`config.mk`:
```
export PLATFORM = sky130hd
export DESIGN_NAME = nxm_multichannel_queue
export DESIGN_NICKNAME = d
export VERILOG_FILES = /design/src/rtl/nxm_queue_pkg.sv /design/src/rtl/nxm_queue_channel.sv /design/src/rtl/nxm_multichannel_queue.sv
export SDC_FILE = /design/constraint.sdc
export NUM_CORES = 1
export LEC_CHECK = 0
export CELL_PAD_IN_SITES_DETAIL_PLACEMENT = 1
export CELL_PAD_IN_SITES_GLOBAL_PLACEMENT = 1
export CORE_ASPECT_RATIO = 1.25
export CORE_MARGIN = 5
export CORE_UTILIZATION = 55
export CTS_BUF_LIST = sky130_fd_sc_hd__clkbuf_8
export CTS_CLUSTER_SIZE = 30
export DETAILED_ROUTE_END_ITERATION = 7
export MAX_ROUTING_LAYER = met4
export PLACE_DENSITY = 0.79
export SLEW_MARGIN = 20
export SYNTH_ARGS = -nofsm -noshare
export SYNTH_HDL_FRONTEND = slang
export SYNTH_SLANG_ARGS = --single-unit
export TNS_END_PERCENT = 30
```
`constraint.sdc`:
```
create_clock -name clk -period 3.9 [get_ports clk]
set_input_delay 1.17 -clock clk [delete_from_list [all_inputs] [get_ports clk]]
set_output_delay 1.17 -clock clk [all_outputs]
set_load 0.05 [all_outputs]
```
`src/rtl/nxm_queue_pkg.sv`:
```
// Shared definitions for the multichannel queue: operation decode and width helpers.
`timescale 1ns/1ps
package nxm_queue_pkg;

    typedef enum logic [2:0] {
        OP_NONE    = 3'd0,
        OP_PUSH    = 3'd1,
        OP_POP     = 3'd2,
        OP_PUSHPOP = 3'd3,
        OP_TOP     = 3'd4,
        OP_PUSHTOP = 3'd5
    } op_e;

    // Number of bits to index n items, never less than one.
    function automatic int width_of(input int n);
        int w;
        if (n < 2) begin
            w = 1;
        end else begin
            w = $clog2(n);
        end
        return w;
    endfunction

    // Dequeue outranks top; enqueue combines with either.
    function automatic op_e decode_op(input logic enq, input logic deq, input logic peek);
        op_e op;
        if (enq && deq) begin
            op = OP_PUSHPOP;
        end else if (deq) begin
            op = OP_POP;
        end else if (enq && peek) begin
            op = OP_PUSHTOP;
        end else if (enq) begin
            op = OP_PUSH;
        end else if (peek) begin
            op = OP_TOP;
        end else begin
            op = OP_NONE;
        end
        return op;
    endfunction

endpackage

```
`src/rtl/nxm_queue_channel.sv`:
```
// One FIFO channel: storage, head/tail pointers, occupancy, status flags and sticky errors.
`timescale 1ns/1ps
module nxm_queue_channel
    import nxm_queue_pkg::*;
#(
    parameter int BITWIDTH    = 8,
    parameter int QUEUESIZE   = 8,
    parameter int AFULL_LEVEL = QUEUESIZE - 1
) (
    input  logic                                  clk,
    input  logic                                  rst_n,
    input  logic                                  sel,
    input  op_e                                   op,
    input  logic                                  clear_err,
    input  logic [BITWIDTH-1:0]                   data_in,
    output logic [BITWIDTH-1:0]                   head,
    output logic [width_of(QUEUESIZE + 1)-1:0]    count_next,
    output logic                                  empty,
    output logic                                  full,
    output logic                                  almost_full,
    output logic                                  overflow,
    output logic                                  underflow
);

    localparam int CNT_W = width_of(QUEUESIZE + 1);
    localparam int PTR_W = width_of(QUEUESIZE);
    localparam logic [PTR_W-1:0] PTR_LAST  = PTR_W'(QUEUESIZE - 1);
    localparam logic [CNT_W-1:0] CNT_FULL  = CNT_W'(QUEUESIZE);
    localparam logic [CNT_W-1:0] CNT_AFULL = CNT_W'(AFULL_LEVEL);

    logic [BITWIDTH-1:0] mem_r [QUEUESIZE];
    logic [PTR_W-1:0]    head_r;
    logic [PTR_W-1:0]    tail_r;
    logic [PTR_W-1:0]    head_nxt_s;
    logic [PTR_W-1:0]    tail_nxt_s;
    logic [CNT_W-1:0]    count_r;
    logic [CNT_W-1:0]    count_nxt_s;
    logic                empty_r;
    logic                full_r;
    logic                afull_r;
    logic                ovf_r;
    logic                unf_r;
    logic                ovf_nxt_s;
    logic                unf_nxt_s;
    logic                push_req_s;
    logic                pop_req_s;
    logic                do_push_s;
    logic                do_pop_s;

    // Split the decoded operation into push and pop requests.
    always_comb begin
        push_req_s = 1'b0;
        pop_req_s  = 1'b0;
        case (op)
            OP_PUSH, OP_PUSHTOP: push_req_s = 1'b1;
            OP_POP:              pop_req_s  = 1'b1;
            OP_PUSHPOP: begin
                push_req_s = 1'b1;
                pop_req_s  = 1'b1;
            end
            default: begin
                push_req_s = 1'b0;
                pop_req_s  = 1'b0;
            end
        endcase
    end

    // Next pointers, occupancy and sticky errors; a full channel still accepts a push paired with a pop.
    always_comb begin
        do_push_s  = sel && push_req_s && (!full_r || pop_req_s);
        do_pop_s   = sel && pop_req_s && !empty_r;
        head_nxt_s = head_r;
        tail_nxt_s = tail_r;
        if (do_pop_s) begin
            head_nxt_s = (head_r == PTR_LAST) ? {PTR_W{1'b0}} : head_r + PTR_W'(1);
        end else begin
            head_nxt_s = head_r;
        end
        if (do_push_s) begin
            tail_nxt_s = (tail_r == PTR_LAST) ? {PTR_W{1'b0}} : tail_r + PTR_W'(1);
        end else begin
            tail_nxt_s = tail_r;
        end
        case ({do_push_s, do_pop_s})
            2'b10:   count_nxt_s = count_r + CNT_W'(1);
            2'b01:   count_nxt_s = count_r - CNT_W'(1);
            default: count_nxt_s = count_r;
        endcase
        // A fresh error outranks a same-cycle clear.
        if (sel && push_req_s && !do_push_s) begin
            ovf_nxt_s = 1'b1;
        end else if (sel && clear_err) begin
            ovf_nxt_s = 1'b0;
        end else begin
            ovf_nxt_s = ovf_r;
        end
        if (sel && pop_req_s && empty_r) begin
            unf_nxt_s = 1'b1;
        end else if (sel && clear_err) begin
            unf_nxt_s = 1'b0;
        end else begin
            unf_nxt_s = unf_r;
        end
    end

    // Storage write; contents are not reset.
    always_ff @(posedge clk) begin
        if (do_push_s) begin
            mem_r[tail_r] <= data_in;
        end
    end

    // Pointer, count, flag and error registers.
    always_ff @(posedge clk or negedge rst_n) begin
        if (!rst_n) begin
            head_r  <= {PTR_W{1'b0}};
            tail_r  <= {PTR_W{1'b0}};
            count_r <= {CNT_W{1'b0}};
            empty_r <= 1'b1;
            full_r  <= 1'b0;
            afull_r <= 1'b0;
            ovf_r   <= 1'b0;
            unf_r   <= 1'b0;
        end else begin
            head_r  <= head_nxt_s;
            tail_r  <= tail_nxt_s;
            count_r <= count_nxt_s;
            empty_r <= (count_nxt_s == {CNT_W{1'b0}});
            full_r  <= (count_nxt_s == CNT_FULL);
            afull_r <= (count_nxt_s >= CNT_AFULL);
            ovf_r   <= ovf_nxt_s;
            unf_r   <= unf_nxt_s;
        end
    end

    assign head        = mem_r[head_r];
    assign count_next  = count_nxt_s;
    assign empty       = empty_r;
    assign full        = full_r;
    assign almost_full = afull_r;
    assign overflow    = ovf_r;
    assign underflow   = unf_r;

endmodule

```
`src/rtl/nxm_multichannel_queue.sv`:
```
// Multichannel queue top: decodes the shared operation port, fans it out to per-channel
// FIFOs and registers the read data, read strobe and selected-channel occupancy.
`timescale 1ns/1ps
module nxm_multichannel_queue
    import nxm_queue_pkg::*;
#(
    parameter int BITWIDTH    = 8,
    parameter int QUEUESIZE   = 8,
    parameter int CHANNELS    = 4,
    parameter int AFULL_LEVEL = QUEUESIZE - 1
) (
    input  logic                                  clk,
    input  logic                                  rst_n,
    input  logic                                  enable,
    input  logic [width_of(CHANNELS)-1:0]         ch_sel,
    input  logic                                  enqueue,
    input  logic                                  dequeue,
    input  logic                                  top,
    input  logic                                  clear_err,
    input  logic [BITWIDTH-1:0]                   data_in,
    output logic [BITWIDTH-1:0]                   data_out,
    output logic                                  data_valid,
    output logic [width_of(QUEUESIZE + 1)-1:0]    sel_count,
    output logic [CHANNELS-1:0]                   empty,
    output logic [CHANNELS-1:0]                   full,
    output logic [CHANNELS-1:0]                   almost_full,
    output logic [CHANNELS-1:0]                   overflow,
    output logic [CHANNELS-1:0]                   underflow
);

    localparam int CH_W  = width_of(CHANNELS);
    localparam int CNT_W = width_of(QUEUESIZE + 1);

    op_e                 op_s;
    logic [CHANNELS-1:0] sel_s;
    logic                hit_s;
    logic                read_req_s;
    logic                valid_s;
    logic                empty_sel_s;
    logic [BITWIDTH-1:0] head_sel_s;
    logic [CNT_W-1:0]    cnt_sel_s;
    logic [BITWIDTH-1:0] head_s [CHANNELS];
    logic [CNT_W-1:0]    cnt_nxt_s [CHANNELS];
    logic [BITWIDTH-1:0] data_out_r;
    logic                data_valid_r;
    logic [CNT_W-1:0]    sel_count_r;

    // Channel select decode and head/count mux; out-of-range ch_sel selects nothing.
    always_comb begin
        op_s        = decode_op(enqueue, dequeue, top);
        sel_s       = {CHANNELS{1'b0}};
        head_sel_s  = {BITWIDTH{1'b0}};
        cnt_sel_s   = {CNT_W{1'b0}};
        empty_sel_s = 1'b1;
        for (int c = 0; c < CHANNELS; c++) begin
            sel_s[c]    = enable && (ch_sel == CH_W'(c));
            head_sel_s  = head_sel_s | (sel_s[c] ? head_s[c] : {BITWIDTH{1'b0}});
            cnt_sel_s   = cnt_sel_s | (sel_s[c] ? cnt_nxt_s[c] : {CNT_W{1'b0}});
            empty_sel_s = empty_sel_s & (!sel_s[c] || empty[c]);
        end
        hit_s = |sel_s;
    end

    // Operations that present the head on data_out.
    always_comb begin
        case (op_s)
            OP_POP, OP_PUSHPOP, OP_TOP, OP_PUSHTOP: read_req_s = 1'b1;
            default:                                read_req_s = 1'b0;
        endcase
        valid_s = hit_s && read_req_s && !empty_sel_s;
    end

    genvar g;
    generate
        for (g = 0; g < CHANNELS; g++) begin : g_ch
            nxm_queue_channel #(
                .BITWIDTH   (BITWIDTH),
                .QUEUESIZE  (QUEUESIZE),
                .AFULL_LEVEL(AFULL_LEVEL)
            ) u_channel (
                .clk        (clk),
                .rst_n      (rst_n),
                .sel        (sel_s[g]),
                .op         (op_s),
                .clear_err  (clear_err),
                .data_in    (data_in),
                .head       (head_s[g]),
                .count_next (cnt_nxt_s[g]),
                .empty      (empty[g]),
                .full       (full[g]),
                .almost_full(almost_full[g]),
                .overflow   (overflow[g]),
                .underflow  (underflow[g])
            );
        end
    endgenerate

    // Output registers; data_out and sel_count hold when nothing updates them.
    always_ff @(posedge clk or negedge rst_n) begin
        if (!rst_n) begin
            data_out_r   <= {BITWIDTH{1'b0}};
            data_valid_r <= 1'b0;
            sel_count_r  <= {CNT_W{1'b0}};
        end else begin
            data_valid_r <= valid_s;
            if (valid_s) begin
                data_out_r <= head_sel_s;
            end
            if (hit_s) begin
                sel_count_r <= cnt_sel_s;
            end
        end
    end

    assign data_out   = data_out_r;
    assign data_valid = data_valid_r;
    assign sel_count  = sel_count_r;

endmodule

```
# After elaboration in Yosys (flattened, before gate mapping)
# Memories as Yosys holds them, arrays and structs flattened.
# Index checks and enable logic that the tools add are counted.
op_classes:
  add_sub_neg: 16
  n_lt_le_gt_ge: 4
  n_eq_ne: 28
  mux: 48
  bitwise: 9
  reduce_logical: 78
ops:
  columns: ["operator", "count"]
  rows:
  - ["2-to-1 mux 3 bit", 13]
  - ["logical AND 1 bit", 36]
  - ["2-to-1 mux 8 bit", 4]
  - ["one-hot mux 4 bit (2 select lines)", 4]
  - ["== test 3 bit, second input constant", 10]
  - ["adder 3 x 1 -> 3 bit, second input constant", 8]
  - ["bitwise OR 8 bit", 3]
  - ["2-to-1 mux 1 bit", 23]
  - ["logical NOT 1 bit", 17]
  - ["adder 4 x 1 -> 4 bit, second input constant", 4]
  - ["== test 4 bit, second input constant", 4]
  - [">= comparator 4 x 3 -> 1 bit, second input constant", 4]
  - ["logical NOT 4 bit", 4]
  - ["2-to-1 mux 4 bit", 4]
  - ["nonzero test 2 bit", 8]
  - ["subtractor 4 x 1 -> 4 bit, second input constant", 4]
  - ["== test 2 bit, second input constant", 6]
  - ["bitwise OR 4 bit", 3]
  - ["== test 2 x 1 -> 1 bit, second input constant", 5]
  - ["logical OR 1 bit", 8]
  - ["OR reduction 4 bit", 2]
  - ["== test 3 x 2 -> 1 bit, second input constant", 2]
  - ["bitwise AND 1 bit", 3]
  - ["== test 3 x 1 -> 1 bit, second input constant", 1]
  - ["3 further kinds", 3]
totals:
  ff_bits: 73
  mem_bits_rw: 256
  output_inout_bits: 33
  wordCells: 222
  memories: 4
memory_table:
  columns: ["memory", "words", "width", "read_ports", "rd_ports_with_merged_regs", "write_ports", "line", "rtl"]
  rows:
  - ["g_ch[0].u_channel.mem_r", 8, 8, 1, 0, 1, "nxm_queue_channel.sv:31", "logic [BITWIDTH-1:0] mem_r [QUEUESIZE];"]
  - ["g_ch[1].u_channel.mem_r", 8, 8, 1, 0, 1, "nxm_queue_channel.sv:31", null]
  - ["g_ch[2].u_channel.mem_r", 8, 8, 1, 0, 1, "nxm_queue_channel.sv:31", null]
  - ["g_ch[3].u_channel.mem_r", 8, 8, 1, 0, 1, "nxm_queue_channel.sv:31", null]

# Depth between registers and ports, before layout
depth:
  ltp_word: 16
  mapped_depth: 16
  ltp_nobuf: 13

# Modules after synthesis
# A second synthesis with hierarchy kept.
hier_totals:
  cells_unflattened: 798
  area_unflattened_um2: 14351.3
modules_own_cells:
  columns: ["mod", "instances", "cells_per_inst", "area_each_um2", "seq_area_each_um2"]
  rows:
  - ["nxm_queue_channel at g_ch[2].u_channel ...", 2, 192, 3325.7, 2298.5]
  - ["nxm_queue_channel at g_ch[0].u_channel", 1, 179, 3392.0, 2298.5]
  - ["nxm_queue_channel at g_ch[1].u_channel", 1, 179, 3374.5, 2298.5]
  - ["nxm_multichannel_queue", 1, 56, 933.4, 325.3]

# Least setup slack after synthesis
# No wires, ideal clock.
synth_timing:
  path_type: "input port to flip-flop"
  from: "input enable"
  to: "register sel_count_r[2] (netlist: sel_count[2])"
  setup_ns: 0.125
  arrival_time_ns: 4.240
  required_time_ns: 3.775
  path_slack_ns: -0.465
  cell_stages: 15
  n_path_buf: 4
  path_cell_list: "buf_4 -> clkbuf_1 -> and3_1 -> clkbuf_1 -> nand3_1 -> ha_1 -> clkbuf_1 -> xor2_1 -> ha_1 -> a21oi_1 -> xor2_1 -> nor2_1 -> xor2_1 -> mux4_2 -> mux2_4"
synth_lines:
  columns: ["item", "line", "rtl"]
  rows:
  - ["from (decl)", "nxm_multichannel_queue.sv:14", "input logic enable,"]
  - ["to (signal assigned)", "nxm_multichannel_queue.sv:103", "sel_count_r <= {CNT_W{1'b0}};"]
  - ["to (signal assigned)", "nxm_multichannel_queue.sv:110", "sel_count_r <= cnt_sel_s;"]
  - ["to (decl)", "nxm_multichannel_queue.sv:46", "logic [CNT_W-1:0] sel_count_r;"]

# Final worst setup path
layout_timing:
  from: "input ch_sel[1]"
  to: "register sel_count_r[3] (netlist: sel_count[3])"
layout_lines:
  columns: ["item", "line", "rtl"]
  rows:
  - ["from (decl)", "nxm_multichannel_queue.sv:15", "input logic [width_of(CHANNELS)-1:0] ch_sel,"]
  - ["== test 2 bit *", "nxm_multichannel_queue.sv:56", "sel_s[c] = enable && (ch_sel == CH_W'(c));"]
  - ["logical AND 1 bit *", "nxm_multichannel_queue.sv:56", null]
  - ["logical AND 1 bit * (2 in series)", "nxm_queue_channel.sv:71", "do_pop_s = sel && pop_req_s && !empty_r;"]
  - ["via g_ch[2].u_channel.do_pop_s", "nxm_queue_channel.sv:48", "logic do_pop_s;"]
  - ["== test 2 x 1 -> 1 bit or == test 2 bit (tied branches)", "nxm_queue_channel.sv:84", "case ({do_push_s, do_pop_s})"]
  - ["one-hot mux 4 bit (2 select lines) *", "nxm_queue_channel.sv:84", null]
  - ["2-to-1 mux 4 bit *", "nxm_multichannel_queue.sv:58", "cnt_sel_s = cnt_sel_s | (sel_s[c] ? cnt_nxt_s[c] : {CNT_W{1'b0}});"]
  - ["bitwise OR 4 bit * (2 in series)", "nxm_multichannel_queue.sv:58", null]
# The timed path passes the listed nets; every way through them passes the cells marked *.
# A chain may end at the register's enable or synchronous reset.

==> results.toml <==
[clocking]
cts_made_buffers = 50
clock-root-buffer = "clkbuf_8"
clkSinkCount = 329
cts_tree = "done"
clk_pin_slew_worst_paths_ps = 70
clockBufferDepth = 3
clock_latency_ps = 580
htreeDepth = 2

[sta]
tightest_slew_ps = 999
fin_crit_ps = 3820
max_freq_mhz = 262
hold_slack_ps = 497
slew_violations = 0
setup_viol_count_final = 0
fin_skew_ps = 18.7
hold_violations = 0
period_share_pct = 97.9
slew_headroom_pct = 33.4

[finish]
areaGrowthSynthToFinish_pct = 18.5
drive_gt1_share_pct = 30.3
multi_input_comb_area_um2 = 4070
seqCellArea_um2 = 9520
fin_nets = 1007
post-route-util_pct = 65.4
design_area_um2 = 16400
diodes = 0
fillCellCount = 2276

[hold_path]
hold_path.class = "flop to flop"
hold_path_depth = 2

[floorplanning]
die_w_um = 152
row_count = 65
die_y_um = 187
io_pins = 50
fp.coreArea_um2 = 25000
start_util_pct = 55.2
die_area_um2 = 28400

[pwr]
ir_worst_vdd_uv = 391
p_leak_nw = 5.90
p_per_area_nw_per_um2 = 678
finalPower_w = 0.0111

[detailed_routing]
postRouteAntennaNets = 0
dr.pass1.iters = 5
drcViolationCount = 0
avgRoutedWirePerCell_um = 26.0
via_count = 8036
vias_per_cell = 5.99
initialDrtViolationCount = 542
wirelength_um = 34900

[flow_run]
max_cap_violations = 0

[place]
hpwlAfterDp_um = 23100
gp_congestion = 0.862
dpl_cell_area_um2 = 15300
portBuffers = 49

[synth]
synth.net_count = 857
synth_flop_cell = "edfxtp_1"
synth_area_um2 = 13800
synth_edf_count = 256
synthArstFlopShare_pct = 22.2
synth.yosys.seq_area_share_pct = 68.8
synth_cell_types = 59
syn_inst = 814
yosysWarnings = 0
ys_seq_elements = 329
avgSynthCellArea_um2 = 17.0

[grt]
grt_util_all_layers_pct = 25.8
grt_max_degree = 74
grt_pass1_wl_um = 54300
antenna_found_initial = 0
grt_pass1_vias = 9042
grt-ovfl-total = 0

[outcome]
status = "complete, no violations"

[setup_path]
worstPathCellList = "clkdlybuf4s50_1, nor2b_4, and2_1, nand2_2, nor2_4, ha_1, nand2_1, o211a_1, a211oi_1, mux2_2, a2111oi_1, buf_4, a31oi_1"
worstPathRequired_ps = 4360
startpoint_type = "input pin"
worst-path-max-fanout = 4
cp-end-kind = "flop"
cp_slowest_cell = "a2111oi_1"
crit_arrival_ps = 4270
reg2reg_depth = 9
reg2reg_slack_ps = 1060
path_class = "input pin to flop"
critPathMaxStageDelay_ps = 560
[where the power goes]
part	internal (W)	leakage (nW)	switching, W	total (W)
combinational	0.00153	2.11	0.00158	0.00311
clock	0.00168	0.586	0.00135	0.00303
sequential	0.00416	3.20	0.000808	0.00497
total	0.00737	5.90	0.00374	0.0111
[registers in the layout, summed over array words and instances, names as in the netlist]
name,cells
g_ch.u_channel.mem_r,256
g_ch.u_channel.count_r,16
g_ch.u_channel.head_r,12
g_ch.u_channel.tail_r,12
data_out,8
g_ch.u_channel.almost_full,4
g_ch.u_channel.empty,4
g_ch.u_channel.full,4
g_ch.u_channel.overflow,4
g_ch.u_channel.underflow,4
sel_count,4
data_valid,1
[per-layer routing]
layer | track usage (%) | vias up | part of all wire, %
li1 | - | 3479 | -
met1 | 30.4 | 4169 | 37
met2 | 43.7 | 307 | 54
met3 | 4.98 | 81 | 6.0
met4 | 10.7 | 0 | 3.7
met5 | - | - | 0
[synth_stat cells (2+ instances only)]
| cell | instances | share of area [%] |
|---|---|---|
| o22ai_1 | 18 | 0.81 |
| or2_2 | 2 | 0.090 |
| nand4_1 | 7 | 0.32 |
| nor3_1 | 18 | 0.65 |
| nor2b_1 | 2 | 0.090 |
| a31o_2 | 2 | 0.13 |
| a32o_1 | 4 | 0.29 |
| nand2_1 | 39 | 1.1 |
| buf_2 | 16 | 0.58 |
| edfxtp_1 | 256 | 56 |
| mux2i_1 | 35 | 2.5 |
| and3b_1 | 2 | 0.13 |
| nor4b_1 | 2 | 0.13 |
| dfrtp_1 | 69 | 12 |
| inv_1 | 4 | 0.11 |
| o211ai_1 | 3 | 0.16 |
| ha_1 | 26 | 2.4 |
| nor3b_1 | 4 | 0.22 |
| nor4_1 | 7 | 0.32 |
| nand3b_1 | 6 | 0.33 |
| mux4_2 | 65 | 11 |
| buf_4 | 21 | 1.1 |
| buf_1 | 4 | 0.11 |
| xor2_1 | 11 | 0.70 |
| a21oi_1 | 14 | 0.51 |
| a211oi_1 | 3 | 0.16 |
| or3b_1 | 2 | 0.13 |
| dfstp_2 | 4 | 0.76 |
| nor3_2 | 3 | 0.22 |
| o21ai_0 | 14 | 0.51 |
| nand2b_1 | 16 | 0.72 |
| nand3_1 | 12 | 0.43 |
| a21o_1 | 3 | 0.16 |
| mux2_2 | 20 | 1.6 |
| or3_1 | 2 | 0.090 |
| clkbuf_1 | 17 | 0.46 |
| xnor2_1 | 6 | 0.38 |
| nor2_1 | 53 | 1.4 |
| or4b_2 | 2 | 0.14 |
[cells in the final DEF (no fill, tap or decap), drive strengths merged, types with 10 or more instances in the layout]
cell type and count:
nor2 53, mux2 21, nor3 21, clkinv 26
xor2 11, o22ai 18, mux2i 35, edfxtp 256
dfrtp 69, mux4 65, ha 26, nand3 12
o21ai 14, clkdlybuf4s50 48, nand2b 16, clkbuf 57
nand2 39, a21oi 14, buf 109, inv 10
[per-stage QoR]
stage,setup TNS (ps),setup slack (ps),cells
2_1_floorplan,0,1.42,814
3_3_place_gp,-2040,-493,1246
3_5_place_dp,-4680,-609,1246
4_1_cts,0,20.1,1340
5_1_grt,-97.9,-29.3,1341
6_report,0,83.8,1341
[kinds of logic (layout without fill, tap and decap cells)]
logic type                 after synthesis  in the layout  share of synthesized area [%]
adders and majority gates               26             26                           2.35
AOI/OAI and AO/OA                       71             71                           3.39
muxes                                  121            121                           14.9
buffers and inverters                   63            255                           2.43
xor gates and xnor gates                18             18                           1.19
and+or+nand+nor                        186            186                           6.94
DFF                                    329            329                           68.8
[worst max-delay path: cells and delay by family]
family / cells / cell delay [ps]
compound gates: 4 / 1080
fa+ha+maj: 1 / 220
buf+inv: 2 / 670
mux: 1 / 390
simple gates: 5 / 750
[layout make-up]
cell class | count | area share, %
sequential | 329 | 58.1
tap | 335 | 2.56
multi-input combinational | 422 | 24.8
inverter | 4 | 0.0916
clock inverter | 37 | 1.76
timing repair buffer | 157 | 7.94
clock buffer | 57 | 4.79
[path summary, 6_finish.rpt]
path | end | startpoint
worst max-delay path | sel_count[3]$_DFFE_PN0P_ | ch_sel[1]
worst min-delay path | g_ch[1].u_channel.overflow$_DFFE_PN0P_ | g_ch[1].u_channel.overflow$_DFFE_PN0P_
min in group asynchronous | g_ch[2].u_channel.underflow$_DFFE_PN0P_ | rst_n
max in group asynchronous | g_ch[1].u_channel.head_r[0]$_DFFE_PN0P_ | rst_n
worst max register to register | sel_count[3]$_DFFE_PN0P_ | g_ch[2].u_channel.empty$_DFF_PN1_
worst min register to register | g_ch[1].u_channel.overflow$_DFFE_PN0P_ | g_ch[1].u_channel.overflow$_DFFE_PN0P_
[timing repair]
item                                    4_1_cts  5_1_grt
pin swaps                                     0        1
endpoints found under the setup margin        1        6
hold buffers                                  0        0
buffers inserted                              0        1
resized for setup                             1        6
(Power assumes the default switching activity.)
